`src/rtl/vga_timing_gen.sv`:
```
// VGA timing generator: hsync/vsync/active plus visible x,y, line/frame start.
// Ports: dclk, clr_n (async low), pix_en strobe in; hsync, vsync, active, x, y,
//   line_start, frame_start, frame_cnt out. frame_cnt counts completed frames
//   only when VGA_TIMING_FRAMECNT_EN is defined; otherwise it is tied to 0.
module vga_timing_gen #(
  parameter int   H_ACTIVE = 640,
  parameter int   H_FP     = 16,
  parameter int   H_SYNC   = 96,
  parameter int   H_BP     = 48,
  parameter int   V_ACTIVE = 480,
  parameter int   V_FP     = 10,
  parameter int   V_SYNC   = 2,
  parameter int   V_BP     = 29,
  parameter logic HS_POL   = 1'b0,
  parameter logic VS_POL   = 1'b0,
  parameter int   CW       = 10
) (
  input  logic          dclk,
  input  logic          clr_n,
  input  logic          pix_en,
  output logic          hsync,
  output logic          vsync,
  output logic          active,
  output logic [CW-1:0] x,
  output logic [CW-1:0] y,
  output logic          line_start,
  output logic          frame_start,
  output logic [15:0]   frame_cnt
);

  localparam int H_TOT = H_SYNC + H_BP + H_ACTIVE + H_FP;
  localparam int V_TOT = V_SYNC + V_BP + V_ACTIVE + V_FP;

  localparam logic [CW-1:0] HT_M1  = CW'(H_TOT - 1);
  localparam logic [CW-1:0] VT_M1  = CW'(V_TOT - 1);
  localparam logic [CW-1:0] HS_END = CW'(H_SYNC);
  localparam logic [CW-1:0] VS_END = CW'(V_SYNC);
  localparam logic [CW-1:0] HA_BEG = CW'(H_SYNC + H_BP);
  localparam logic [CW-1:0] HA_END = CW'(H_SYNC + H_BP + H_ACTIVE);
  localparam logic [CW-1:0] VA_BEG = CW'(V_SYNC + V_BP);
  localparam logic [CW-1:0] VA_END = CW'(V_SYNC + V_BP + V_ACTIVE);

  logic [CW-1:0] hc, vc;
  logic [CW-1:0] hc_n, vc_n;
  logic          wrap;

  logic          hs_d, vs_d, act_d, ls_d, fs_d;
  logic [CW-1:0] x_d, y_d;

  always_comb begin
    hc_n = hc;
    vc_n = vc;
    wrap = 1'b0;
    if (hc != HT_M1) begin
      hc_n = hc + 1'b1;
    end else if (vc != VT_M1) begin
      hc_n = '0;
      vc_n = vc + 1'b1;
    end else begin
      hc_n = '0;
      vc_n = '0;
      wrap = 1'b1;
    end
  end

  // Decode from the current (pre-advance) position; registered below.
  always_comb begin
    hs_d  = (hc < HS_END) ? HS_POL : ~HS_POL;
    vs_d  = (vc < VS_END) ? VS_POL : ~VS_POL;
    act_d = (hc >= HA_BEG) && (hc < HA_END) &&
            (vc >= VA_BEG) && (vc < VA_END);
    x_d   = '0;
    y_d   = '0;
    if (act_d) begin
      x_d = hc - HA_BEG;
      y_d = vc - VA_BEG;
    end
    ls_d  = (hc == '0);
    fs_d  = (hc == '0) && (vc == '0);
  end

  always_ff @(posedge dclk or negedge clr_n) begin
    if (!clr_n) begin
      hc          <= '0;
      vc          <= '0;
      hsync       <= ~HS_POL;
      vsync       <= ~VS_POL;
      active      <= 1'b0;
      x           <= '0;
      y           <= '0;
      line_start  <= 1'b0;
      frame_start <= 1'b0;
    end else if (pix_en) begin
      hc          <= hc_n;
      vc          <= vc_n;
      hsync       <= hs_d;
      vsync       <= vs_d;
      active      <= act_d;
      x           <= x_d;
      y           <= y_d;
      line_start  <= ls_d;
      frame_start <= fs_d;
    end
  end

`ifdef VGA_TIMING_FRAMECNT_EN
  logic [15:0] fcnt_q;
  logic        wrap_q;

  // The wrap is remembered for one strobe so the count steps together
  // with the registered frame_start of the new frame.
  always_ff @(posedge dclk or negedge clr_n) begin
    if (!clr_n) begin
      fcnt_q <= '0;
      wrap_q <= 1'b0;
    end else if (pix_en) begin
      wrap_q <= wrap;
      if (wrap_q) fcnt_q <= fcnt_q + 16'd1;
    end
  end

  assign frame_cnt = fcnt_q;
`else
  logic unused_wrap;
  assign unused_wrap = wrap;
  assign frame_cnt   = '0;
`endif

endmodule

```
`config.mk`:
```
export PLATFORM = sky130hd
export DESIGN_NAME = vga_timing_gen
export DESIGN_NICKNAME = d
export VERILOG_FILES = /design/src/rtl/vga_timing_gen.sv
export SDC_FILE = /design/constraint.sdc
export NUM_CORES = 1
export LEC_CHECK = 0
export BUFFER_PORTS_ARGS = -buffer_cell sky130_fd_sc_hd__buf_2
export CAP_MARGIN = 25
export CORE_ASPECT_RATIO = 1.25
export CORE_UTILIZATION = 45
export CTS_CLUSTER_SIZE = 24
export DETAILED_ROUTE_END_ITERATION = 12
export GPL_TIMING_DRIVEN = 0
export HOLD_SLACK_MARGIN = 0.15
export PLACE_DENSITY = 0.76
export SYNTH_ARGS = -nofsm -noshare
export SYNTH_HDL_FRONTEND = slang
export SYNTH_SLANG_ARGS = --single-unit
```
`constraint.sdc`:
```
create_clock -name dclk -period 2.5 [get_ports dclk]
set_clock_uncertainty 0.1 [all_clocks]
set_input_delay 0.625 -clock dclk [delete_from_list [all_inputs] [get_ports dclk]]
set_output_delay 0.625 -clock dclk [all_outputs]
set_load 0.01 [all_outputs]
```
==> After elaboration in Yosys (flattened, before gate mapping) <==
Index checks and enable logic that the tools add are counted.
{ "word_totals": {"register_bits": 45, "input_bits": 3, "out_inout_bits": 41, "word_cells": 35} }
{ "op_classes": {"addsub": 4, "order_cmp": 6, "eq_ne": 2, "muxes": 6, "n_bitwise": 1, "n_reduce_logical": 7} }
{ "ops": {"columns": ["operator", "count"], "rows": [
  ["two-way mux 10 bit", 4],
  ["adder 10 x 1 -> 10 bit, second input constant", 2],
  ["zero test 10 bit", 2],
  ["inequality test 10 bit, second input constant", 2],
  ["greater-or-equal comparator 10 x 5 -> 1 bit, second input constant", 1],
  ["greater-or-equal comparator 10 x 8 -> 1 bit, second input constant", 1],
  ["< comparator 10 bit, second input constant", 1],
  ["< comparator 10 x 2 -> 1 bit, second input constant", 1],
  ["< comparator 10 x 7 -> 1 bit, second input constant", 1],
  ["< comparator 10 x 9 -> 1 bit, second input constant", 1],
  ["subtractor 10 x 5 -> 10 bit, second input constant", 1],
  ["subtractor 10 x 8 -> 10 bit, second input constant", 1],
  ["logical AND 1 bit", 4],
  ["two-way mux 1 bit", 2],
  ["AND reduction 2 bit", 1],
  ["NOT 1 bit", 1]
]} }

==> Logic depth before layout (Yosys ltp) <==
Gate-level depths: netlist of run 1.
{ "logic_depth": {"ltp_word": 5, "ltp_mapped": 7, "mapped_depth_nobuf": 6} }

==> Least setup slack after synthesis of run 1 <==
No wires, ideal clock.
{ "synth_timing": {"kind": "input -> register", "startpoint": "in pix_en", "endpoint": "reg vc[8]", "setup_time_ns": 0.125, "arrival_ns": 1.769, "required_time_ns": 2.275, "setup_slack_ns": 0.506, "stages": 6, "n_path_buf": 2, "path_cell_list": "buf_2 and3_1 clkbuf_2 nand3_2 nor3_1 mux2_2"} }
{ "synth_via": {"elab_chain_len": 1} }
{ "synth_rtl": {"columns": ["element", "line", "rtl"], "rows": [
  ["from (decl)", "20", "input logic pix_en,"],
  ["AND reduction 2 bit (no line)", null, null],
  ["to (signal assigned)", "95", "vc <= vc_n;"],
  ["to (decl)", "43", "logic [CW-1:0] hc, vc;"]
]} }
Every way passes these cells.
A chain may end at the register's enable or synchronous reset.

==> Worst setup path after layout of run 1 <==
{ "layout_timing": {"startpoint": "reg hc[0]", "endpoint": "reg x[4]"} }
{ "layout_via": {"elab_chain_len": 5, "elab_cells_between_ends": 7, "cone_classes": "add/sub: 1; order compare: 2; mux: 1; reduce/logical: 3"} }
{ "layout_rtl": {"columns": ["element", "line", "rtl"], "rows": [
  ["from (decl)", "43", null],
  ["from (signal assigned)", "94", "hc <= hc_n;"],
  ["greater-or-equal comparator 10 x 8 -> 1 bit or < comparator 10 bit (tied branches)", "70", "act_d = (hc >= HA_BEG) && (hc < HA_END) &&"],
  ["logical AND 1 bit (2 in a row)", "70", null],
  ["logical AND 1 bit", "71", "(vc >= VA_BEG) && (vc < VA_END);"],
  ["two-way mux 10 bit (*)", "74", "if (act_d) begin"],
  ["to (signal assigned)", "89", "x <= '0;"],
  ["to (signal assigned)", "99", "x <= x_d;"],
  ["to (decl)", "24", "output logic [CW-1:0] x,"]
]} }
Mark *: on every way between the ends. The rest lies on a longest branch, timed or not.

==> flow_summary.toml, run 1 <==
[global_route]
antenna_found_initial = 0
grt_pass1_wl_um = 8618
grt_usage = 0.1803
grt_overflow = 0
grt_max_degree = 46
grt_pass1_vias = 1819

[timing]
tns_ps = 0
worst_slew_pin_slew_ps = 596.1
drv_slew = 0
period_share = 0.8694
fmax_ghz = 0.4601
maxSlewHeadroom = 0.5990
fin_crit_ps = 2173
grt_setup_unrepaired = "false"
setup_viol = 0
hold_violations = 0

[cts]
clk_path_buf_depth = 2
cts_buffers = 5
cts_sinks = 45
postCtsHoldBufs = 0
h-tree-depth = 2
cts_root_buf = "clkbuf_8"
cts_setup_buffers = 0
cts_resized = 0
clkTransAtPathRegs_ps = 80
clk_latency_ps = 300
cts_tree = "yes"

[detailed_routing]
wl_per_cell_um = 13.30
drt_pass1_iterations = 4
wl_um = 5042
first_iter_violations = 95
ant_nets = 0
route.detailed.drc = 0
vias_per_cell = 5.256
num_vias = 1992

[placed_design]
gp_congestion = 0.8783
dp_hpwl_um = 3641
place_area_mm2 = 0.002809
numPortBuffers = 26

[floorplan]
die_y_um = 86.04
ioPinCount = 44
dieWidth_um = 69.23
rows = 30
die-area_mm2 = 0.005957
core_region_area_mm2 = 0.005443
start_util = 0.4671

[pwr]
power.density_mw_per_mm2 = 578.0
p_leak_nw = 1.393
ir_drop_v = 0.0003134

[critical_path]
cp.required_ps = 2600
critPathKind = "register to register"
crit_fanout = 10
cp-start-kind = "register"
worstPathArrival_ps = 2270
crit_path_end_kind = "register"

[run_status]
outcome = "complete, no violations"

[synth]
synth_cells = 266
yosysWarnings = 0
syn_area_mm2 = 0.002542
synth_seq_cells = 45
syn_avg_cell_area_um2 = 9.558
synth_cell_types = 47
yosysSeqAreaShare = 0.4439

[finish]
utilization = 0.5389
antenna_cells = 0
final_common_cell = "dfrtp_1"
areaGrowthSynthToFinish_pct = 15.35
final_cell_mix = "dfrtp_1, inv_1, buf_2"
drive_above_1_share = 0.2317
fin_nets = 326
post-route-cell-area_mm2 = 0.002933

[worst_hold_path]
hold_class = "input port to asynchronous set/reset pin"

[job]
maxCapViolations = 0
cells in the mapped netlist (all sizes together):
cell	number	area share
nand4b	1	0.0034
nor4	3	0.0074
or3	2	0.0049
nor2	11	0.016
nand2	18	0.027
conb	1	0.0015
dfrtp	43	0.42
o31a	1	0.0034
mux2	2	0.0089
o31ai	3	0.0089
clkbuf	9	0.015
or4	3	0.010
and3	4	0.0098
a311o	1	0.0039
nor4bb	1	0.0039
buf	27	0.078
nand4	3	0.0074
o21ai	10	0.020
nand3	13	0.028
ha	8	0.039
inv	34	0.050
o211ai	1	0.0030
and4	4	0.015
a22oi	1	0.0030
nand2b	2	0.0049
a21oi	3	0.0059
a211oi	1	0.0030
nor3b	2	0.0079
and2	1	0.0025
o22ai	2	0.0049
o21a	1	0.0030
dfstp	2	0.021
xnor2	11	0.038
o32ai	20	0.069
a21o	2	0.0059
xor2	5	0.017
a31oi	3	0.0074
o41ai	1	0.0034
nor3	6	0.016
metrics by stage:
step	std cells	hold slack (ps)	power (mW)	setup WS, ps
after floorplan	281	229.4	1.082	506.0
after global placement	371	381.5	1.159	307.8
after detailed placement	371	381.3	1.172	317.7
after CTS	378	394.5	1.703	315.3
after global routing	379	199.2	1.782	167.9
final	379	165.6	1.695	326.6
worst paths after layout:
check / startpoint / endpoint / slack [ps] / depth (start not counted)
min reg2reg: hsync / hsync / 390 / 2
min in group dclk: hsync / hsync / 390 / 2
max: hc[0] / x[4] / 330 / 7
max in group asynchronous: clr_n / vsync / 1570 / 2
max reg2reg: hc[0] / x[4] / 330 / 7
min: clr_n / y[6] / 170 / 1
critical path, stage by stage (launching register included):
cell and delay (ps):
dfrtp_1 430, inv_1 160, ha_1 160, nor3b_1 270, nand4b_1 140, a311o_1 330
buf_2 210, o32ai_1 270
report_power, final:
group | internal, mW | switching (mW) | leakage (nW)
sequential | 0.776 | 0.0695 | 0.588
clock | 0.291 | 0.241 | 0.0540
combinational | 0.126 | 0.192 | 0.752
total | 1.19 | 0.503 | 1.39
cells by family (layout without fill, tap and decap cells):
family / Yosys count / after routing / share of synthesized area
xor+xnor: 16 / 16 / 0.05512
fa+ha+maj: 8 / 8 / 0.03937
mux: 2 / 2 / 0.008858
buf+inv: 70 / 104 / 0.1432
simple gates: 74 / 74 / 0.1639
other cells: 1 / 16 / 0.001475
compound gates: 50 / 50 / 0.1442
flops: 45 / 45 / 0.4439
sequential cells by signal (all words and copies together) (netlist names):
signal and flops:
line_start 1, vc 10, y 10, vsync 1, hc 10, frame_start 1, x 10, active 1
hsync 1
metal layers:
layer,vias to the layer above,track usage,wire length (um)
met1,952,0.2357,2356
met4,0,0.06122,72
li1,987,-,-
met3,5,0.03878,233
met5,-,0,0
met2,48,0.2966,2380
area by class of cell:
| type | instances | area [um2] |
|---|---|---|
| clock inverters | 2 | 35.03 |
| fillers | 525 | 2510 |
| well taps | 64 | 80.08 |
| repair buffers | 27 | 150.1 |
| plain buffers | 36 | 236.5 |
| clock buffers | 5 | 68.82 |
| flip-flops and latches | 45 | 1129 |
| inverters | 34 | 127.6 |
| multi-input cells | 166 | 1106 |
No activity file was read; power rests on OpenSTA's default activity.
==> run 2, diff against run 1 <==
--- a/config.mk
+++ b/config.mk
@@ -5,6 +5,7 @@
 export SDC_FILE = /design/constraint.sdc
 export NUM_CORES = 1
 export LEC_CHECK = 0
+export ABC_AREA = 1
 export BUFFER_PORTS_ARGS = -buffer_cell sky130_fd_sc_hd__buf_2
 export CAP_MARGIN = 25
 export CORE_ASPECT_RATIO = 1.25
==> run 2 against run 1 <==
  * Die area rose by 6.7%
  * Setup slack better by 360 ps
  * Cell count grew 23%
  * Critical path type unchanged
  * Largest power group unchanged
  * Highest routed layer unchanged
==> flow_summary.toml, run 2 <==
[cts]
cts_buffers = 5
clk_path_buf_depth = 2
cts_tree = "yes"
cts_resized = 0
cts_root_buf = "clkbuf_8"
clkTransAtPathRegs_ps = 80
h-tree-depth = 2
cts_setup_buffers = 0
postCtsHoldBufs = 0
cts_sinks = 45
clk_latency_ps = 300

[floorplan]
start_util = 0.4669
rows = 31
core_region_area_mm2 = 0.005818
die-area_mm2 = 0.006353
ioPinCount = 44
dieWidth_um = 71.49
die_y_um = 88.87

[timing]
fmax_ghz = 0.5521
hold_violations = 0
setup_viol = 0
period_share = 0.7245
grt_setup_unrepaired = "false"
drv_slew = 0
tns_ps = 0
setup_ws_ps = 688.9
fin_crit_ps = 1811

[synth]
synth_area_leader_cell = "dfrtp_1"
yosysTopAreaCellShare = 0.3961
async_flop_share = 1.000
yosysSeqAreaShare = 0.4155
synth_common_cells = "nand2_1, dfrtp_1, nand3_1, inv_1, nor2_1"
yosysMostFrequentCell = "nand2_1"
synth_cells = 349
ys.flop_type = "dfrtp_1"
synth_cell_types = 28
synth_seq_cells = 45
syn_avg_cell_area_um2 = 7.783
synth_enable_flop_cells = 0
syn_area_mm2 = 0.002716
yosysWarnings = 0
synth_area_leaders = "dfrtp_1, nand2_1, nand3_1"

[critical_path]
crit_start = "hc[4]"
slowest_delay_ps = 450
worstPathArrival_ps = 1910
crit_path_end_kind = "register"
cp.required_ps = 2600
reg2reg_from = "hc[4]"
cp-start-kind = "register"
crit_fanout = 10
slowest_stage = "dfrtp_1"
critPathKind = "register to register"
path_cells = "inv_1, ha_1, nand2_2, nand2_2, nand2_1, nor2_1, nor2_4, buf_6, nand3_2, nand2_1"
crit_family = "simple AND/OR/NAND/NOR gates"
crit_buf_inv = 2

[finish]
antenna_cells = 0
final_cell_mix = "nand2_1, dfrtp_1, buf_2"
areaGrowthSynthToFinish_pct = 14.65
drive_above_1_share = 0.2281
final_common_cell = "nand2_1"
utilization = 0.5353
nFillCells = 565
fin_nets = 410

[placed_design]
numPortBuffers = 27
dp_hpwl_um = 4202
pre_cts_ws_ps = 689.3
gp_congestion = 0.8890

[global_route]
grt_overflow = 0
grt_max_degree = 46
grt_pass1_wl_um = 9915
grt_usage = 0.2001
grt_pass1_vias = 2183
antenna_found_initial = 0

[pwr]
p_sw_mw = 0.7931
power_frac_clock = 0.239
ir_drop_v = 0.0003336
pwr-share-seq = 0.446
switching_share = 0.3553
power.density_mw_per_mm2 = 716.8
p_leak_nw = 1.730
p_comb_frac = 0.314
p_int_mw = 1.439

[detailed_routing]
num_vias = 2285
first_iter_violations = 130
wl_per_cell_um = 12.12
vias_per_cell = 4.914
ant_nets = 0
route.detailed.drc = 0
drt_pass1_iterations = 5
wl_um = 5638

[worst_hold_path]
hold_class = "input port to asynchronous set/reset pin"

[run_status]
outcome = "complete, no violations"

[job]
maxCapViolations = 0
## run 2: final cells by class
class | count | area, um2 | area share
flip-flops and latches | 45 | 1129 | 0.3624
multi-input cells | 256 | 1295 | 0.4158
inverters | 32 | 121.4 | 0.03897
repair buffers | 28 | 155.1 | 0.04982
plain buffers | 31 | 227.7 | 0.07312
well taps | 66 | 82.58 | 0.02652
clock inverters | 2 | 35.03 | 0.01125
clock buffers | 5 | 68.82 | 0.02210
## run 2: cells by family after synthesis
family	count (synthesis)	share of synthesized area
compound gates	17	0.03224
xor+xnor	10	0.03501
fa+ha+maj	8	0.03685
buf+inv	63	0.1285
flops	45	0.4155
other cells	1	0.001381
simple gates	205	0.3505
## run 2: path summary, 6_finish.rpt
kind / to / slack [ps] / cells past startpoint
setup / recovery: y[8] / 690 / 10
hold / removal: line_start / 150 / 1
setup reg to reg: y[8] / 690 / 10
hold reg to reg: x[5] / 380 / 2
max in group asynchronous: y[9] / 1660 / 2
min in group dclk: x[5] / 380 / 2
## run 2: power by group through the flow
| stage | clock network [mW] | logic, mW | registers (mW) |
|---|---|---|---|
| 2_1_floorplan | 0 | 0.458 | 1.03 |
| 3_3_place_gp | 0 | 0.690 | 1.01 |
| 3_5_place_dp | 0 | 0.699 | 1.01 |
| 4_1_cts | 0.551 | 0.704 | 0.998 |
| 5_1_grt | 0.574 | 0.810 | 1.02 |
| 6_report | 0.534 | 0.701 | 0.997 |
## run 2: per-stage QoR
step | instance area [um2] | cells | power [mW] | hold slack [ps]
floorplan | 2773 | 364 | 1.489 | 229.4
global placement | 2990 | 457 | 1.697 | 359.5
detailed placement | 2990 | 457 | 1.711 | 360.8
CTS | 3094 | 464 | 2.253 | 386.0
global route | 3114 | 465 | 2.401 | 174.4
finish | 3114 | 465 | 2.232 | 154.0
## run 2: routing by layer
layer  vias up  wire length [um]  GRT usage  part of all wire
met3        10               163    0.03872             0.029
met1      1070              2372     0.2364              0.42
met2        45              3004     0.3671              0.53
li1       1160                 -          -                 -
met4         0                97    0.06417             0.017
met5         -                 0          0                 0
## run 2: worst reg2reg max path: cells and delay by family, from the launching register on
family / cells / cell delay (ps)
and+or+nand+nor: 7 / 550
DFF: 1 / 450
buffers and inverters: 2 / 360
adders and majority gates: 1 / 260
==> run 3, diff against run 2 <==
--- a/config.mk
+++ b/config.mk
@@ -5,7 +5,7 @@
 export SDC_FILE = /design/constraint.sdc
 export NUM_CORES = 1
 export LEC_CHECK = 0
-export ABC_AREA = 1
+export ABC_AREA = 0
 export BUFFER_PORTS_ARGS = -buffer_cell sky130_fd_sc_hd__buf_2
 export CAP_MARGIN = 25
 export CORE_ASPECT_RATIO = 1.25
==> constraint.sdc (replaced) <==
create_clock -name dclk -period 1.69 [get_ports dclk]
set_clock_uncertainty 0.1 [all_clocks]
set_input_delay 0.4225 -clock dclk [delete_from_list [all_inputs] [get_ports dclk]]
set_output_delay 0.4225 -clock dclk [all_outputs]
set_load 0.01 [all_outputs]
==> run 3 against run 2 <==
  * The run now ends with negative setup slack left
  * Core utilization up 14 points
  * Fmax down 14%
  * Combinational power grew 20%
  * Cell count decreased by 12%
  * Register-to-register slack lost 1100 ps
  * Final area up 17%
  * Power grew 32%
  * Clock power increased by 61%
  * Largest cell class unchanged
==> flow_summary.toml, run 3 (same netlist as run 1, synthesis figures left out) <==
[detailed_routing]
vias_per_cell = 5.418
first_iter_violations = 154
wl_per_cell_um = 16.95
route.detailed.drc = 0
num_vias = 2227
wl_um = 6967
ant_nets = 0
drt_pass1_iterations = 4

[timing]
hold_violations = 0
maxSlewHeadroom = 0.4574
hold_slack_ps = 325.2
setup_viol = 33
worst_slew_pin_slew_ps = 813.9
fin_crit_ps = 2098
period_share = 1.242
fmax_ghz = 0.4766
grt_setup_unrepaired = "true"
tns_ps = -8699
drv_slew = 0
setup_ws_ps = -408.3

[global_route]
grt_max_degree = 46
grt_pass1_vias = 2096
grt_overflow = 0
antenna_found_initial = 0
grt_pass1_wl_um = 10120
grt_usage = 0.2146

[finish]
antenna_cells = 0
utilization = 0.6715
final_common_cell = "buf_4"
post-route-cell-area_mm2 = 0.003655
drive_above_1_share = 0.4697
areaGrowthSynthToFinish_pct = 43.75
final_cell_mix = "buf_4, dfrtp_1, inv_1"
fin_nets = 357

[run_status]
violations = "negative setup slack"
outcome = "complete, but fails checks"

[floorplan]
start_util = 0.4671
die-area_mm2 = 0.005957
core_region_area_mm2 = 0.005443
ioPinCount = 44
rows = 30
dieWidth_um = 69.23
die_y_um = 86.04

[job]
maxCapViolations = 0

[critical_path]
r2r_slack_ps = -410
crit_fanout = 5
cp-start-kind = "register"
critPathKind = "register to register"
worstPathArrival_ps = 2220
r2r-end = "x[3]"
crit_path_end_kind = "register"
cp.required_ps = 1810
reg2reg_from = "hc[1]"
rr_worst_depth = 7

[cts]
cts_tree = "yes"
cts_buffers = 5
clkTransAtPathRegs_ps = 90
cts_sinks = 45
clk_latency_ps = 310
cts_root_buf = "clkbuf_8"
h-tree-depth = 2
clk_path_buf_depth = 2

[pwr]
ir_drop_v = 0.0005698
p_leak_nw = 1.633
power.density_mw_per_mm2 = 805.9

[placed_design]
pre_cts_ws_ps = -475.3
place_area_mm2 = 0.002865
numPortBuffers = 26
gp_congestion = 0.8788
dp_hpwl_um = 3728

[worst_hold_path]
worstHoldStart = "pix_en"
min_path_cells = 3
hold_class = "input port to register"
min_to = "hc[0]"
## run 3: changes by cell type in the layout (fill, tap and decap cells not counted), moves of 7 or more
cell	delta
dfrtp_2	+7
dfrtp_1	-7
o32ai_2	+14
nand3_1	-18
nor2_1	-16
nand2_1	-102
buf_4	+25
buf_6	+9
nand3_2	-11
xnor2_1	+11
## run 3: repair_timing
action	4_1_cts	5_1_grt
setup buffers	20	14
cloned	2	2
hold buffers	0	1
resized for setup	43	48
pin swaps	17	19
hold endpoints to repair	0	20
setup endpoints to repair	35	39
## run 3: worst max path at each step
stage	end	slack (ps)	start
6_report	x[3]	-410	hc[1]
3_5_place_dp	x[5]	-480	hc[0]
3_3_place_gp	x[5]	-400	hc[0]
5_1_grt	y[2]	-480	hc[1]
4_1_cts	x[0]	-290	vc[0]
2_1_floorplan	x[0]	-180	vc[0]
## run 3: area by class of cell
cell class | instances | area, um2
multi-input combinational | 166 | 1498
tap | 64 | 80.08
fill | 394 | 1788
clock buffer | 5 | 68.82
timing repair buffer | 62 | 456.7
sequential | 45 | 1137
clock inverter | 3 | 46.29
inverter | 34 | 127.6
buffer | 32 | 240.2
## run 3: report_power, final
group | leakage [nW] | switching, mW | internal (mW)
clock network | 0.0543 | 0.415 | 0.443
logic | 1.00 | 0.477 | 0.362
registers | 0.578 | 0.0970 | 1.15
total | 1.63 | 0.989 | 1.96
## run 3: layer usage
metal / GRT usage / vias to the layer above / part of all wire
met2: 0.3628 / 98 / 0.51
met1: 0.2785 / 1054 / 0.39
met5: 0 / - / 0
met4: 0.08163 / 0 / 0.039
li1: - / 1053 / -
met3: 0.03173 / 22 / 0.062
## run 3: per-stage QoR
stage               total power [mW]  cells
floorplan                      1.631    281
global placement               1.744    371
detailed placement             1.769    371
CTS                            2.800    399
global route                   3.061    411
finish                         2.945    411
## run 3: critical path, stage by stage, from the launching register on
cell      delay [ps]
dfrtp_1          410
inv_2            100
ha_4             140
nor3b_4          180
nand4b_1         140
a311o_2          500
buf_4            210
o32ai_1          220
